$ cat src/rtl/alu_exec_pkg.sv
// Shared types and constants for the ALU issue/execute controller.
package alu_exec_pkg;

  localparam int unsigned OP_W   = 2;
  localparam int unsigned COND_W = 4;
  localparam int unsigned NFLAGS = 4;

  // Bit positions inside the {N,Z,C,V} flag vector
  localparam int unsigned FLAG_N = 3;
  localparam int unsigned FLAG_Z = 2;
  localparam int unsigned FLAG_C = 1;
  localparam int unsigned FLAG_V = 0;

  typedef enum logic [OP_W-1:0] {
    OP_ADD = 2'b00,
    OP_SUB = 2'b01,
    OP_XOR = 2'b10,
    OP_NOT = 2'b11
  } alu_op_t;

  typedef enum logic [COND_W-1:0] {
    COND_EQ, COND_NE, COND_CS, COND_CC, COND_MI, COND_PL, COND_VS, COND_VC,
    COND_HI, COND_LS, COND_GE, COND_LT, COND_GT, COND_LE, COND_AL, COND_NV
  } cond_t;

  typedef enum logic [1:0] {
    ST_IDLE = 2'b00,
    ST_EXEC = 2'b01,
    ST_DONE = 2'b10
  } state_t;

endpackage

$ cat src/rtl/cond_check.sv
// ARM condition-code evaluator: (cond, {N,Z,C,V}) -> pass.
module cond_check
  import alu_exec_pkg::*;
(
  input  logic [COND_W-1:0] cond_i,
  input  logic [NFLAGS-1:0] flags_i,
  output logic              pass_c
);

  logic n, z, c, v;

  assign n = flags_i[FLAG_N];
  assign z = flags_i[FLAG_Z];
  assign c = flags_i[FLAG_C];
  assign v = flags_i[FLAG_V];

  always_comb begin
    pass_c = 1'b0;
    case (cond_t'(cond_i))
      COND_EQ: pass_c = z;
      COND_NE: pass_c = !z;
      COND_CS: pass_c = c;
      COND_CC: pass_c = !c;
      COND_MI: pass_c = n;
      COND_PL: pass_c = !n;
      COND_VS: pass_c = v;
      COND_VC: pass_c = !v;
      COND_HI: pass_c = c && !z;
      COND_LS: pass_c = !c || z;
      COND_GE: pass_c = (n == v);
      COND_LT: pass_c = (n != v);
      COND_GT: pass_c = !z && (n == v);
      COND_LE: pass_c = z || (n != v);
      COND_AL: pass_c = 1'b1;
      default: pass_c = 1'b0;
    endcase
  end

endmodule

$ cat src/rtl/alu_exec_ctrl.sv
// Issue/execute controller around topALU: latches a request, runs it for one cycle,
// holds the result until consumed. ALU_COND_EXEC_EN enables ARM conditional execution.
module alu_exec_ctrl
  import alu_exec_pkg::*;
#(
  parameter int unsigned WIDTH = 32
) (
  input  logic              clk,
  input  logic              reset,
  input  logic              in_valid,
  output logic              in_ready,
  input  logic [OP_W-1:0]   in_op,
  input  logic [COND_W-1:0] in_cond,
  input  logic              in_setflags,
  input  logic [WIDTH-1:0]  in_a,
  input  logic [WIDTH-1:0]  in_b,
  output logic [OP_W-1:0]   alu_control,
  output logic [WIDTH-1:0]  alu_a,
  output logic [WIDTH-1:0]  alu_b,
  input  logic [WIDTH-1:0]  alu_result,
  input  logic [NFLAGS-1:0] alu_flags,
  output logic              out_valid,
  input  logic              out_ready,
  output logic [WIDTH-1:0]  out_result,
  output logic              out_executed,
  output logic [NFLAGS-1:0] flags_q
);

  state_t state_q;
  logic   setflags_q;
  logic   accept_c;
  logic   pass_c;

  // A slot frees up in DONE in the same cycle the consumer takes the result
  assign in_ready = (state_q == ST_IDLE) || ((state_q == ST_DONE) && out_ready);
  assign accept_c = in_valid && in_ready;

`ifdef ALU_COND_EXEC_EN
  logic [COND_W-1:0] cond_q;

  always_ff @(posedge clk) begin
    if (reset) begin
      cond_q <= '0;
    end else if (accept_c) begin
      cond_q <= in_cond;
    end
  end

  cond_check u_cond_check (
    .cond_i  (cond_q),
    .flags_i (flags_q),
    .pass_c  (pass_c)
  );
`else
  logic unused_cond;
  assign unused_cond = ^in_cond;
  assign pass_c      = 1'b1;
`endif

  always_ff @(posedge clk) begin
    if (reset) begin
      state_q      <= ST_IDLE;
      setflags_q   <= 1'b0;
      alu_control  <= '0;
      alu_a        <= '0;
      alu_b        <= '0;
      out_valid    <= 1'b0;
      out_result   <= '0;
      out_executed <= 1'b0;
      flags_q      <= '0;
    end else begin
      case (state_q)
        ST_IDLE: begin
          if (accept_c) begin
            alu_control <= in_op;
            alu_a       <= in_a;
            alu_b       <= in_b;
            setflags_q  <= in_setflags;
            state_q     <= ST_EXEC;
          end
        end
        ST_EXEC: begin
          out_result   <= pass_c ? alu_result : '0;
          out_executed <= pass_c;
          if (pass_c && setflags_q) begin
            flags_q <= alu_flags;
          end
          out_valid   <= 1'b1;
          alu_control <= '0;
          alu_a       <= '0;
          alu_b       <= '0;
          state_q     <= ST_DONE;
        end
        ST_DONE: begin
          if (out_ready) begin
            out_valid <= 1'b0;
            if (accept_c) begin
              alu_control <= in_op;
              alu_a       <= in_a;
              alu_b       <= in_b;
              setflags_q  <= in_setflags;
              state_q     <= ST_EXEC;
            end else begin
              state_q <= ST_IDLE;
            end
          end
        end
        default: state_q <= ST_IDLE;
      endcase
    end
  end

endmodule
$ cat config.mk
export PLATFORM = sky130hd
export DESIGN_NAME = alu_exec_ctrl
export DESIGN_NICKNAME = d
export VERILOG_FILES = /design/src/rtl/alu_exec_pkg.sv /design/src/rtl/cond_check.sv /design/src/rtl/alu_exec_ctrl.sv
export SDC_FILE = /design/constraint.sdc
export NUM_CORES = 1
export LEC_CHECK = 0
export BUFFER_PORTS_ARGS = -buffer_cell sky130_fd_sc_hd__buf_4
export CELL_PAD_IN_SITES_DETAIL_PLACEMENT = 0
export CELL_PAD_IN_SITES_GLOBAL_PLACEMENT = 1
export CORE_MARGIN = 10
export CORE_UTILIZATION = 32
export CTS_CLUSTER_SIZE = 20
export DETAILED_ROUTE_END_ITERATION = 10
export GPL_TIMING_DRIVEN = 0
export PLACE_DENSITY_LB_ADDON = 0.1
export SLEW_MARGIN = 20
export SYNTH_ARGS = -nofsm -noshare
export SYNTH_HDL_FRONTEND = slang
export SYNTH_SLANG_ARGS = --single-unit
export TNS_END_PERCENT = 100
$ cat constraint.sdc
create_clock -name clk -period 1.7 [get_ports clk]
set_input_delay 0.085 -clock clk [delete_from_list [all_inputs] [get_ports clk]]
set_output_delay 0.085 -clock clk [all_outputs]
set_load 0.03 [all_outputs]
==> Yosys cells after proc, flatten, opt, wreduce, memory -nomap -nowiden <==
Index checks and enable logic that the tools add are counted.
{ "word_totals": {"reg_bits": 107, "in_bits": 111, "output_inout_bits": 105, "wordCells": 43} }
{ "op_classes": {"eq_ne": 4, "mux": 18, "reduce_logical": 12} }
{ "op_table": {"columns": ["operator", "n"], "rows": [
  ["one-hot mux 32 bit (3 select lines)", 2],
  ["two-way mux 32 bit", 4],
  ["one-hot mux 2 bit (3 select lines)", 2],
  ["AND reduction 2 bit", 5],
  ["two-way mux 2 bit", 4],
  ["two-way mux 1 bit", 4],
  ["!= test 2 bit (second input constant)", 2],
  ["one-hot mux 1 bit (2 select lines)", 2],
  ["nonzero test 2 bit", 2],
  ["nonzero test 3 bit", 1],
  ["equality test 2 x 1 -> 1 bit (second input constant)", 1],
  ["equality test 2 bit (second input constant)", 1],
  ["logical AND 1 bit", 2],
  ["zero test 2 bit", 1],
  ["logical OR 1 bit", 1]
]} }

==> Depth between registers and ports, before layout <==
Gate-level depths: netlist (run 1).
{ "logic_depth": {"ltp_word": 7, "depth_mapped": 6, "ltp_nobuf": 3} }

==> Least setup slack after synthesis (run 1) <==
Ideal clock, no wire load.
{ "synth_timing": {"kind": "register to output", "startpoint": "register state_q[1]", "endpoint": "output in_ready", "t_arrival_ns": 1.252, "required_time_ns": 1.615, "slack_ns": 0.363, "path_stages_with_launch": 6, "n_path_buf": 3, "cell_sequence": "dfxtp_1 > nor2b_1 > buf_2 > buf_6 > buf_6 > nor2_1"} }
{ "synth_between": {"elab_chain_cells": 3, "word_cells_on_any_way": 4, "cone_classes": "eq/ne (1); reduce/logical (3)"} }
{ "synth_rtl": {"columns": ["item", "line_no", "source"], "rows": [
  ["start: declaration", "alu_exec_ctrl.sv:29", "state_t state_q;"],
  ["start signal: assignment", "alu_exec_ctrl.sv:62", "state_q <= ST_IDLE;"],
  ["start signal: assignment", "alu_exec_ctrl.sv:79", "state_q <= ST_EXEC;"],
  ["start signal: assignment", "alu_exec_ctrl.sv:92", "state_q <= ST_DONE;"],
  ["equality test 2 bit", "alu_exec_ctrl.sv:35", "assign in_ready = (state_q == ST_IDLE) || ((state_q == ST_DONE) && out_ready);"],
  ["logical AND 1 bit", "alu_exec_ctrl.sv:35", null],
  ["logical OR 1 bit (*)", "alu_exec_ctrl.sv:35", null],
  ["end: declaration", "alu_exec_ctrl.sv:11", "output logic in_ready,"]
]} }
Every way passes the cells marked *; elsewhere a longest branch is shown, timed or not.

==> Worst setup path in the final report (run 1) <==
Ends and elaborated chain as after synthesis.

==> metrics.md, run 1 <==
| Metric | Value |
|---|---|
| RePlAce Congestion | `roughly 0.8` |
| Hold Fails Final Rpt | `0` |
| Final instance area | `around 7200 um^2` |
| Setup slack after layout | `0.128 ns` |
| Filler cells | `1214` |
| Slew headroom | `0.631` |
| H-tree depth | `3` |
| Syn avg cell area | `around 8.6 um^2` |
| Critical path launch point type | `register` |
| Fin Clk Skew | `about 0.0042 ns` |
| Mapped cell area | `4190 um^2` |
| Clock root cell | `clkbuf_16` |
| Seq/Total Area, Yosys | `0.511` |
| Synth Net Count | `600` |
| Antenna-violating nets left | `0` |
| Dpl cell area | `approximately 6000 um^2` |
| Pint | `0.00450 W` |
| Leak | `3.04 nW` |
| Peak Freq | `around 0.64 GHz` |
| Vias in the first global route | `4955` |
| Final WL | `17000 um` |
| Total core area | `approximately 13000 um^2` |
| Placed instance count | `871` |
| Switching part of the total | `0.282` |
| Switching pwr | `0.00176 W` |
| Fin nets | `916` |
| R2R depth | `5` |
| Comb pwr share | `0.219` |
| Critical path required time | `1.62 ns` |
| DIE HEIGHT | `134 um` |
| Std-Cell Rows | `41` |
| DR pass1 iterations | `5` |
| MaxCap Viol Count | `0` |
| Clock power frac | `0.345` |
| Worst slack, placed | `0.177 ns` |
| Status | `finished clean` |
| ANT cells | `0` |
| Area used by multi-input combinational logic | `~1800 um^2` |
| Clock-pin slew on the worst setup and hold paths | `0.07 ns` |
| Most frequent cells in the layout | `buf_4 (215), dfxtp_1 (106), a21oi_1 (104)` |
| Largest net degree at the start of global routing | `17` |
| Vias per std cell | `a little under 5` |
| Yosys reg bits | `107` |
| Post-layout min period | `1.57 ns` |
| Clock buffer depth | `2` |
| PD cells | `864 nW/um^2` |
| I/O Buffers | `between 200 and 250` |
| Die ar. | `roughly 18000 um^2` |
| DR iter-0 viols | `between 200 and 250` |
| Worst Hold Depth | `3` |
| Unique masters post-synth | `18` |
| Clk_lat worst skew | `0.35 ns` |
| Max FO, Critical Path | `19` |
| Unrepaired setup endpoints after global routing | `false` |
| Worst vdd ir | `0.624 mV` |
| Critical Path AT | `1.49 ns` |
| Final period util | `0.925` |
| Finish-stage setup viols | `0` |
| Synth Instances | `about 500` |
| Clock sink count | `between 100 and 150` |
| Layout area overhead | `72.8%` |
| Critical path class | `reg -> out` |
| I/O pin cnt | `216` |
| CTS tree | `built` |
| Non-filler cells, final | `982` |
| DPL Wire Length | `12100 um` |
| Setup TNS | `0 ns` |
| CTS buffer count | `9` |
| WL per Instance | `17.3 um` |
| Yosys warns | `0` |
| Final Slew Violations | `0` |
| Layout cells sized above 1 | `0.335` |
| Sequential power share | `0.436` |
| Initial antenna violation count | `0` |
| First-pass GRT wire length | `between 20000 and 30000 um` |
| Hold crit path type | `in -> reg` |
| Total number of vias | `4826` |
| Commonest non-fill, non-tap cell in the layout | `buf_4` |
| All-Layer GR Usage | `0.181` |
| CP Capture Type | `output pin` |
| Total gr overflow | `0` |
| Residual DRC | `0` |
| Starting Density | `0.329` |
| Reg area | `2140 um^2` |
| Slew @ Worst Pin | `0.553 ns` |
| Final Util | `0.569` |
| Die width | `between 100 and 150 um` |
[per-stage QoR]
stage | hold slack [ns] | power [W]
final | 0.0101 | 0.00626
after global routing | 0.0127 | 0.00652
after CTS | 0.000170 | 0.00632
after detailed placement | 0.341 | 0.00398
after global placement | 0.333 | 0.00396
after floorplan | 0.221 | 0.00342
[flip-flops by register name, summed over array words and instances (netlist names), 2 cells and up]
name         cells
out_result      32
state_q          2
alu_control      2
flags_q          4
alu_b           32
alu_a           32
[what timing repair did]
item | 4_1_cts | 5_1_grt
endpoints found under the setup margin | 1 | 1
hold endpoints to repair | 96 | 0
gates resized for setup | 2 | 0
buffers inserted | 0 | 0
hold buffers | 96 | 0
cloned | 0 | 0
[synthesized netlist by cell type (all sizes together)]
| master | count | share of area |
|---|---|---|
| dfxtp | 107 | 0.51 |
| a21oi | 104 | 0.12 |
| nand3 | 71 | 0.085 |
| nand2 | 68 | 0.061 |
| o211ai | 66 | 0.13 |
| buf | 38 | 0.054 |
| clkbuf | 19 | 0.017 |
| nor2 | 4 | 0.0036 |
| nand2b | 3 | 0.0045 |
| nor2b | 3 | 0.0045 |
| nand3b | 2 | 0.0036 |
| o21ai | 2 | 0.0024 |
| nor3 | 1 | 0.0012 |
| or3b | 1 | 0.0021 |
[metal layers]
metal  up-vias  GRT usage  share of wire
met3        20     0.0708          0.075
met5         -          0              0
met2       174      0.302           0.48
met1      2258      0.209           0.42
met4         0     0.0550          0.020
li1       2374          -              -
[cell families (layout without fill, tap and decap cells)]
kind of cell	after synthesis	in the layout	synth area share
and+or+nand+nor	153	153	0.165
AOI/OAI and AO/OA	172	172	0.253
buffers and inverters	57	378	0.0707
DFF	107	107	0.511
[critical path, stage by stage (launching register included)]
cell and delay, ns:
dfxtp_2 0.37, nor2b_1 0.14, buf_4 0.16, buf_6 0.22, nor2_1 0.06, buf_4 0.18
[power by group through the flow]
stage	Clock, W	Combinational, W	Sequential (W)
after floorplan	0	0.000383	0.00304
after global placement	0	0.00118	0.00278
final	0.00216	0.00137	0.00273
after global routing	0.00230	0.00147	0.00275
after CTS	0.00222	0.00138	0.00273
after detailed placement	0	0.00119	0.00279
[layout make-up]
cell class | instances | share of cell area
multi-input cells | 325 | 0.242
clock inverters | 4 | 0.00674
well taps | 172 | 0.0297
flip-flops and latches | 107 | 0.296
clock buffers | 12 | 0.0354
plain buffers | 56 | 0.0397
repair buffers | 306 | 0.350
[path summary, 6_finish.rpt]
| path | slack (ns) | endpoint | start |
|---|---|---|---|
| setup / recovery | 0.13 | in_ready | state_q[1]$_SDFFE_PP0P_ |
| hold / removal | 0.01 | alu_a[3]$_SDFFE_PP0P_ | in_a[3] |
| setup reg to reg | 0.17 | alu_b[29]$_SDFFE_PP0P_ | state_q[0]$_SDFFE_PP0P_ |
| hold reg to reg | 0.45 | out_result[15]$_SDFFE_PP0P_ | out_result[15]$_SDFFE_PP0P_ |
(Power assumes the default switching activity.)
==> run 2: changes to the inputs <==
--- a/config.mk
+++ b/config.mk
@@ -5,11 +5,12 @@
 export SDC_FILE = /design/constraint.sdc
 export NUM_CORES = 1
 export LEC_CHECK = 0
+export ABC_AREA = 1
 export BUFFER_PORTS_ARGS = -buffer_cell sky130_fd_sc_hd__buf_4
 export CELL_PAD_IN_SITES_DETAIL_PLACEMENT = 0
 export CELL_PAD_IN_SITES_GLOBAL_PLACEMENT = 1
 export CORE_MARGIN = 10
-export CORE_UTILIZATION = 32
+export CORE_UTILIZATION = 30
 export CTS_CLUSTER_SIZE = 20
 export DETAILED_ROUTE_END_ITERATION = 10
 export GPL_TIMING_DRIVEN = 0
==> run 2 against run 1 <==
Compared with the run above: design area fell by 5.4%; cell count is 1.9% lower; via count decreased by 9.2%; worst setup slack improved by 0.19 ns; first-iteration DRC count fell by 8.4%; count of clock-buffer cells in the layout decreased by 2; non-clock buffer count fell by 22; die area down 0.86%; combinational power grew 3%; hold slack about the same; critical path type is now reg -> reg; critical endpoint is now out_result[15]$_SDFFE_PP0P_; largest power group unchanged; highest routed layer unchanged.
==> metrics.md, run 2 <==
| Metric | Value |
|---|---|
| CP Cell Sequence | `nor2_2 > inv_2 > clkbuf_1 > nor2_1 > nor2_1` |
| Largest regs | `alu_a: 32 flops, alu_b: 32 flops, out_result: 32 flops` |
| H-tree depth | `3` |
| Clock buffer depth | `2` |
| Layout cells sized above 1 | `0.340` |
| Yosys reg bits | `~110` |
| Filler cells | `1212` |
| Seq/Total Area, Yosys | `0.551` |
| ANT cells | `0` |
| First-pass GRT wire length | `23500 um` |
| Leak | `3.09 nW` |
| DR pass1 iterations | `7` |
| PD cells | `886 nW/um^2` |
| Hold Fails Final Rpt | `0` |
| Clock-pin slew on the worst setup and hold paths | `0.07 ns` |
| Post-CTS Resized | `0` |
| Slowest cell on crit path | `dfxtp_1` |
| Top cells by count, synth | `dfxtp_1 (107), a21oi_1 (72), nand2_1 (71)` |
| Hold crit path type | `in -> reg` |
| Antenna-violating nets left | `0` |
| Fin nets | `897` |
| Clock sink count | `107` |
| Post-layout min period | `1.38 ns` |
| RePlAce Congestion | `approximately 0.74` |
| Initial antenna violation count | `0` |
| Vias per std cell | `4.55` |
| Post-synth top area cell | `dfxtp_1` |
| Mapped cell area | `3890 um^2` |
| Residual DRC | `0` |
| Crit path max-delay family | `buffers and inverters` |
| Critical path class | `reg -> reg` |
| Synth Net Count | `585` |
| Peak Freq | `~0.73 GHz` |
| Status | `finished clean` |
| Clock power frac | `0.315` |
| Top_reg_cell synth | `dfxtp_1` |
| WL per Instance | `approximately 15 um` |
| Post-synth ARST share | `0` |
| Die width | `roughly 130 um` |
| Switching part of the total | `0.294` |
| All-Layer GR Usage | `0.161` |
| CP most frequent cell | `nor2_1` |
| Vias in the first global route | `around 4500` |
| Critical path required time | `1.98 ns` |
| CTS Hold Bufs | `90` |
| Most frequent cells in the layout | `buf_4 (216), dfxtp_1 (107), dlygate4sd3_1 (90)` |
| CP Capture Type | `register` |
| Setup slack after layout | `0.321 ns` |
| Post-CTS setup buffers | `0` |
| Worst vdd ir | `0.414 mV` |
| Layout area overhead | `76.1%` |
| Clk_lat worst skew | `0.35 ns` |
| Comb pwr share | `0.231` |
| Post-synth top area share | `0.551` |
| Total gr overflow | `0` |
| Yosys warns | `0` |
| Sequential power share | `0.454` |
| Final WL | `14800 um` |
| Largest net degree at the start of global routing | `17` |
| Worst slack, placed | `0.286 ns` |
| MaxCap Viol Count | `0` |
| Slowest Stage Delay on Critical Path | `between 0.4 and 0.5 ns` |
| CTS buffer count | `9` |
| I/O Buffers | `211` |
| Cell with the most instances after synthesis | `dfxtp_1` |
| CTS tree | `built` |
| Starting Density | `0.307` |
| Unique masters post-synth | `18` |
| Setup TNS | `0 ns` |
| Synth area leaders | `dfxtp_1 (55%), a21oi_1 (9.3%), nand3_1 (7.8%)` |
| Commonest non-fill, non-tap cell in the layout | `buf_4` |
| DIE HEIGHT | `134 um` |
| Total core area | `12700 um^2` |
| Fin Clk Skew | `roughly 0.0067 ns` |
| Synth Instances | `474` |
| DR iter-0 viols | `197` |
| Max FO, Critical Path | `10` |
| Pint | `0.00429 W` |
| DPL Wire Length | `10800 um` |
| Slew headroom | `0.606` |
| Finish-stage setup viols | `0` |
| Post-synth EDFFs | `0` |
| Final period util | `0.811` |
| I/O pin cnt | `216` |
| Std-Cell Rows | `41` |
| Unrepaired setup endpoints after global routing | `false` |
| Critical Path AT | `roughly 1.7 ns` |
| Switching pwr | `about 0.0018 W` |
| CP bufs+invs | `2` |
| Die ar. | `around 18000 um^2` |
| Clock root cell | `clkbuf_16` |
| Final Slew Violations | `0` |
| Total number of vias | `about 4400` |
| Slew @ Worst Pin | `0.591 ns` |
| Syn avg cell area | `8.21 um^2` |
| Critical path launch point type | `register` |
## run 2: cell count changes after synthesis, moves of 6 or more
cell	previous run	this run
nor2_1	4	69
clkbuf_1	19	13
buf_2	30	15
nand3_2	0	10
o211ai_1	59	0
o21ai_0	1	12
o21ai_1	1	22
o211ai_2	7	0
a21oi_1	104	72
nand3_1	71	61
## run 2: cell type report
cell class | count | area, um^2 | area share
Buffer | 39 | 229 | 0.0334
Inverter | 6 | 22.5 | 0.00329
Timing Repair Buffer | 301 | 2480 | 0.363
Clock buffer | 10 | 229 | 0.0334
Clock inverter | 6 | 32.5 | 0.00475
Tap cell | 172 | 215 | 0.0314
Sequential cell | 107 | 2140 | 0.313
Multi-Input combinational cell | 322 | 1500 | 0.218
## run 2: per-stage QoR
| stage | util | power [W] | area (um^2) | hold slack (ns) | cells |
|---|---|---|---|---|---|
| finish | 0.541 | 0.00607 | 6850 | 0.00986 | 963 |
| global route | 0.541 | 0.00637 | 6850 | 0.00194 | 963 |
| CTS | 0.541 | 0.00617 | 6850 | 0.000940 | 963 |
| detailed placement | 0.449 | 0.00406 | 5690 | 0.314 | 857 |
| global placement | 0.449 | 0.00404 | 5690 | 0.306 | 857 |
| floorplan | - | 0.00348 | 3890 | 0.220 | 474 |
## run 2: tightest hold or removal path, delay by kind of cell
family	cells	cell delay, ns
AOI/OAI and AO/OA	1	0.06
buffers and inverters	1	0.11
and+or+nand+nor	1	0.06
## run 2: power groups by stage
stage          Combinational (W)  Clock [W]  Sequential [W]
4_1_cts                  0.00142    0.00199         0.00275
6_report                 0.00141    0.00191         0.00276
3_3_place_gp             0.00124          0         0.00280
2_1_floorplan           0.000373          0         0.00311
5_1_grt                  0.00152    0.00208         0.00277
3_5_place_dp             0.00125          0         0.00281
## run 2: kinds of logic after synthesis
group | after synthesis | share of synthesized area
simple gates | 214 | 0.244
compound gates | 108 | 0.141
buf+inv | 45 | 0.0647
flops | 107 | 0.551
## run 2: final timing paths
kind / end / start / cells after the start / slack (ns)
setup / recovery: out_result[15]$_SDFFE_PP0P_ / state_q[1]$_SDFFE_PP0P_ / 5 / 0.32
hold / removal: alu_b[20]$_SDFFE_PP0P_ / in_b[20] / 3 / 0.01
setup reg to reg: out_result[15]$_SDFFE_PP0P_ / state_q[1]$_SDFFE_PP0P_ / 5 / 0.32
hold reg to reg: flags_q[0]$_SDFFE_PP0P_ / flags_q[0]$_SDFFE_PP0P_ / 2 / 0.46
## run 2: layer usage
layer  vias up  share of wire  track usage
li1       2205              -            -
met1      2010           0.43        0.187
met2       150           0.48        0.265
met3        15          0.085       0.0616
met4         0          0.015       0.0586
met5         -              0            0
